[src/rtl/reset_sequencer.sv]
// rtl/reset_sequencer.sv - staggered reset release sequencer driven by PLL lock
//
// Purpose: converts the raw PLL lock flag into NUM_CH synchronised, staggered
//   active-low resets, filtering lock glitches before any release.
// Optional feature macro: LOSS_CNT_EN (adds loss_count, a saturating lock-loss counter)
// Ports:
//   clk_48mhz   in   sole clock
//   nreset      in   asynchronous active-low reset
//   locked      in   raw PLL lock flag (asynchronous)
//   soft_rst    in   synchronous active-high re-sequence request
//   nrst_out    out  [NUM_CH-1:0] per-channel active-low resets, registered
//   ready       out  all channels released
//   state       out  [1:0] 0 WAIT_LOCK, 1 FILTER, 2 RELEASE, 3 RUN
//   loss_count  out  [7:0] lock losses from RELEASE/RUN (LOSS_CNT_EN only)
module reset_sequencer #(
   parameter int NUM_CH      = 3,
   parameter int SYNC_STAGES = 2,
   parameter int LOCK_FILTER = 16,
   parameter int HOLD_CYCLES = 8,
   parameter int STAGGER     = 4
) (
   input  logic              clk_48mhz,
   input  logic              nreset,
   input  logic              locked,
   input  logic              soft_rst,
   output logic [NUM_CH-1:0] nrst_out,
   output logic              ready,
   output logic [1:0]        state
`ifdef LOSS_CNT_EN
   ,
   output logic [7:0]        loss_count
`endif
);

   // Release time of the last channel; cnt must count up to this and to LOCK_FILTER-1.
   localparam int T_LAST  = HOLD_CYCLES + (NUM_CH - 1) * STAGGER;
   localparam int CNT_MAX = (LOCK_FILTER - 1 > T_LAST) ? LOCK_FILTER - 1 : T_LAST;
   localparam int CNT_W   = (CNT_MAX < 1) ? 1 : $clog2(CNT_MAX + 1);

   typedef enum logic [1:0] {
      WAIT_LOCK = 2'd0,
      FILTER    = 2'd1,
      RELEASE   = 2'd2,
      RUN       = 2'd3
   } state_t;

   state_t                 state_q;
   logic [CNT_W-1:0]       cnt;
   logic [SYNC_STAGES-1:0] sync;
   logic                   lock_s;

   assign lock_s = sync[SYNC_STAGES-1];
   assign state  = state_q;

   // Metastability synchroniser for the asynchronous lock flag.
   always_ff @(posedge clk_48mhz or negedge nreset) begin
      if (!nreset) begin
         sync <= '0;
      end else begin
         sync <= {sync[SYNC_STAGES-2:0], locked};
      end
   end

   always_ff @(posedge clk_48mhz or negedge nreset) begin
      if (!nreset) begin
         state_q  <= WAIT_LOCK;
         cnt      <= '0;
         nrst_out <= '0;
         ready    <= 1'b0;
`ifdef LOSS_CNT_EN
         loss_count <= 8'd0;
`endif
      end else begin
         case (state_q)
            WAIT_LOCK: begin
               cnt      <= '0;
               nrst_out <= '0;
               ready    <= 1'b0;
               if (lock_s) begin
                  state_q <= FILTER;
               end
            end

            FILTER: begin
               if (!lock_s) begin
                  state_q <= WAIT_LOCK;
                  cnt     <= '0;
               end else if (cnt == CNT_W'(LOCK_FILTER - 1)) begin
                  state_q <= RELEASE;
                  cnt     <= '0;
               end else begin
                  cnt <= cnt + 1'b1;
               end
            end

            default: begin // RELEASE and RUN
               if (!lock_s) begin
                  // Lock loss outranks soft_rst.
                  state_q  <= WAIT_LOCK;
                  cnt      <= '0;
                  nrst_out <= '0;
                  ready    <= 1'b0;
`ifdef LOSS_CNT_EN
                  if (loss_count != 8'hFF) begin
                     loss_count <= loss_count + 8'd1;
                  end
`endif
               end else if (soft_rst) begin
                  // Re-run the stagger without repeating the lock filter.
                  state_q  <= RELEASE;
                  cnt      <= '0;
                  nrst_out <= '0;
                  ready    <= 1'b0;
               end else if (state_q == RUN) begin
                  nrst_out <= '1;
                  ready    <= 1'b1;
               end else begin
                  // Channels only ever rise here, so a released channel stays high.
                  for (int i = 0; i < NUM_CH; i++) begin
                     if (cnt >= CNT_W'(HOLD_CYCLES + i * STAGGER)) begin
                        nrst_out[i] <= 1'b1;
                     end
                  end
                  if (cnt == CNT_W'(T_LAST)) begin
                     // Last channel rises on this same edge.
                     state_q <= RUN;
                     ready   <= 1'b1;
                     cnt     <= '0;
                  end else begin
                     cnt <= cnt + 1'b1;
                  end
               end
            end
         endcase
      end
   end

endmodule
[config.mk]
export PLATFORM = sky130hd
export DESIGN_NAME = reset_sequencer
export DESIGN_NICKNAME = d
export VERILOG_FILES = /design/src/rtl/reset_sequencer.sv
export SDC_FILE = /design/constraint.sdc
export NUM_CORES = 1
export LEC_CHECK = 0
export ABC_AREA = 0
export BUFFER_PORTS_ARGS = -buffer_cell sky130_fd_sc_hd__buf_2
export CAP_MARGIN = 10
export CELL_PAD_IN_SITES_DETAIL_PLACEMENT = 1
export CELL_PAD_IN_SITES_GLOBAL_PLACEMENT = 2
export CORE_MARGIN = 3
export CORE_UTILIZATION = 31
export DETAILED_ROUTE_END_ITERATION = 7
export PLACE_DENSITY_LB_ADDON = 0.1
export SLEW_MARGIN = 5
export SYNTH_ARGS = -nofsm -noshare
export SYNTH_HDL_FRONTEND = slang
export SYNTH_SLANG_ARGS = --single-unit
[constraint.sdc]
create_clock -name clk_48mhz -period 1.45 [get_ports clk_48mhz]
set_clock_uncertainty 0.05 [all_clocks]
set_input_delay 0.3625 -clock clk_48mhz [delete_from_list [all_inputs] [get_ports clk_48mhz]]
set_output_delay 0.3625 -clock clk_48mhz [all_outputs]
set_load 0.02 [all_outputs]
==> out/qor.csv <==
stage;metric;value;unit
yosys;synth_most_common_cell;dfrtp_1;
sta;min_period_over_period;107.5;%
yosys;synth_area_leader_cell;dfrtp_1;
placed_design;hpwl;1475;um
pwr;switching_share;30.29;%
outcome;violations;setup timing;
clock_tree;clk_latency;0.28;ns
global_routing;grt_use_met3;4.907;%
global_routing;grt_antenna_before_repair;0;
clock_tree;cts-root-buf;clkbuf_4;
yosys;synth-async-reset-ratio;100.0;%
global_routing;busiest_layer;met2;
yosys;synth_edf_count;0;
cells_and_area;post-route-util;45.17;%
yosys;syn_avg_cell_area;10.20;sq um
clock_tree;cts-htree-levels;1;
detailed_routing;postRouteAntennaNets;0;
yosys;synth_ff_type;dfrtp_1;
pwr;switchingPower;270.7;uW
detailed_routing;viasPerCell;5.093;
hold_path;holdCritPathClass;primary input to flop;
detailed_routing;drt-total-wl;1993;um
pwr;pwr-share-comb;27.9;%
cells_and_area;fillers;283;
global_routing;grt_max_degree;14;
floorplan;fp.dieW;55.34;um
pwr;irDropWorstVdd;0.6637;mV
pwr;power_frac_seq;46.6;%
clock_tree;clk_path_buf_depth;2;
yosys;yosys_warnings;0;
cells_and_area;drive_gt1_share;46.53;%
worst_setup_path;crit_path_start_kind;flop;
outcome;status;finished with violations;
pwr;p_int;623.1;uW
global_routing;use_met2;22.97;%
yosys;synth_seq_cells;13;
floorplan;floorplan.initialDensity;33.46;%
floorplan;core_area;2255;sq um
placed_design;gp_congestion;0.7566;
sta;setup_viol;6;
pwr;p_per_area;877.6;nW/um^2
sta;period_needed;1.559;ns
pwr;finalPower;893.8;uW
clock_tree;path_clk_slew;0.08;ns
worst_setup_path;critPathMaxFanout;3;
floorplan;dieHeight;55.34;um
cells_and_area;syn_to_final_growth;34.99;%
detailed_routing;firstDrtPassIters;4;
worst_setup_path;worst_ep_required_time;1.55;ns
floorplan;rows;17;
yosys;synth_cell_types;33;
yosys;syn_inst;74;
cells_and_area;nets;110;
global_routing;grt.met1_usage;18.19;%
cells_and_area;final_cell_count_no_fill;129;
detailed_routing;drc;0;
floorplan;die_area;3062;sq um
global_routing;grt_pass1_vias;687;
clock_tree;clock-sinks;13;
floorplan;io_pins;10;
worst_setup_path;crit_arrival;1.66;ns
cells_and_area;num_antenna_cells;0;
yosys;syn_area;754.5;sq um
global_routing;globalRouteTotalUtil;14.21;%
yosys;synth.area.top_cells;dfrtp_1, ha_1, a21oi_1;
placed_design;portBuffers;9;
worst_setup_path;criticalPathCategory;flop to flop;
sta;grt_setup_unrepaired;true;
detailed_routing;wl_per_cell;15.45;um
sta;hold_violations;0;
global_routing;grt_overflow;0;
sta;worst_slew_pin_slew;0.3181;ns
detailed_routing;vias;657;
pwr;clock_power_share;25.4;%
pwr;p_leak;0.0004913;uW
yosys;syn_nets;82;
yosys;netlist_top_cells_count;dfrtp_1, inv_1, a21oi_1;
worst_setup_path;end_kind;flop;
sta;maxSlewViolCount;0;
yosys;synth_top_area_share;43.12;%
clock_tree;cts_buffers;3;
global_routing;grt_pass1_wl;3408;um
clock_tree;cts_tree;done;
sta;fin_ws;-0.1091;ns
flow_run;cap_violations;0;
detailed_routing;drtIter0Drc;10;
sta;relSlewSlack;78.79;%
yosys;ys_seq_area_share;43.12;%
sta;fmax;0.6414;GHz
placed_design;dp_cells;121;
-- sequential cells by signal (all words and copies together), names as in the netlist --
signal	cells
nrst_out	3
state	2
cnt	5
sync	2
ready	1
-- logic make-up after synthesis --
| group | Yosys count | synth area share, % |
|---|---|---|
| AO/OA/AOI/OAI | 25 | 22.06 |
| AND/OR/NAND/NOR | 19 | 19.24 |
| buffers and inverters | 13 | 8.956 |
| flip-flops | 13 | 43.12 |
| adder cells (fa/ha/maj) | 4 | 6.634 |
-- area by class of cell --
class	instances	area, sq um	share of cell area, %
Inverter	10	42.54	4.177
Tap cell	28	35.03	3.440
Timing Repair Buffer	26	175.2	17.20
Multi-Input combinational cell	48	412.9	40.54
Sequential cell	13	326.6	32.06
Clock buffer	4	26.28	2.580
-- per-layer routing --
| layer | up-vias | routed length (um) |
|---|---|---|
| met5 | - | 0 |
| met3 | 2 | 80 |
| met2 | 13 | 995 |
| met4 | 0 | 17 |
| li1 | 323 | - |
| met1 | 319 | 899 |
-- timing repair --
action / 4_1_cts / 5_1_grt
pin swaps: 8 / 5
endpoints found under the hold margin: 13 / 0
setup buffers: 2 / 1
hold buffers: 1 / 0
gates resized for setup: 11 / 4
setup endpoints to repair: 9 / 8
-- critical path: stages, from the launching register on --
cell and delay (ns):
dfrtp_1 0.38, ha_2 0.20, nand3_2 0.08, inv_2 0.07
ha_4 0.12, and4bb_2 0.25, a31oi_2 0.19, a21oi_1 0.10
-- placed cells by master, fill, tap and decap left out, types with 2 or more instances in the layout --
cell type,instances
inv_4,2
buf_2,9
a21oi_1,8
nor2_1,3
o21ai_1,4
o21ai_0,2
ha_4,2
inv_1,7
dfrtp_1,12
clkbuf_4,3
buf_4,16
-- power groups by stage --
stage	combinational, uW	sequential (uW)	clock (uW)
detailed placement	175	423	0
CTS	235	413	241
global placement	169	422	0
finish	250	417	227
floorplan	88.7	428	0
global route	284	422	267
-- final timing paths --
| check | slack (ns) | end | cells past startpoint | start |
|---|---|---|---|---|
| min in group asynchronous | 0.45 | state[1]$_DFFE_PN0P_ | 2 | nreset |
| worst min-delay path | 0.14 | sync[0]$_DFF_PN0_ | 1 | locked |
| max in group asynchronous | 0.65 | state[0]$_DFFE_PN0P_ | 2 | nreset |
| worst max-delay path | -0.11 | cnt[0]$_DFFE_PN0N_ | 7 | cnt[0]$_DFFE_PN0N_ |
| worst max register to register | -0.11 | cnt[0]$_DFFE_PN0N_ | 7 | cnt[0]$_DFFE_PN0N_ |
| worst min register to register | 0.30 | sync[1]$_DFF_PN0_ | 0 | sync[0]$_DFF_PN0_ |
-- through the flow --
step | worst slack [ns] | setup TNS [ns] | instance area, sq um | hold slack (ns)
finish | -0.1091 | -0.4281 | 1018 | 0.1418
global route | -0.1931 | -0.9965 | 1018 | 0.1086
CTS | -0.1024 | -0.4283 | 1005 | 0.1278
detailed placement | -0.1476 | -0.4843 | 912.1 | 0.2283
global placement | -0.07602 | -0.2740 | 912.1 | 0.2220
floorplan | -0.05485 | -0.1389 | 764.5 | 0.01691
(Power assumes the default switching activity.)
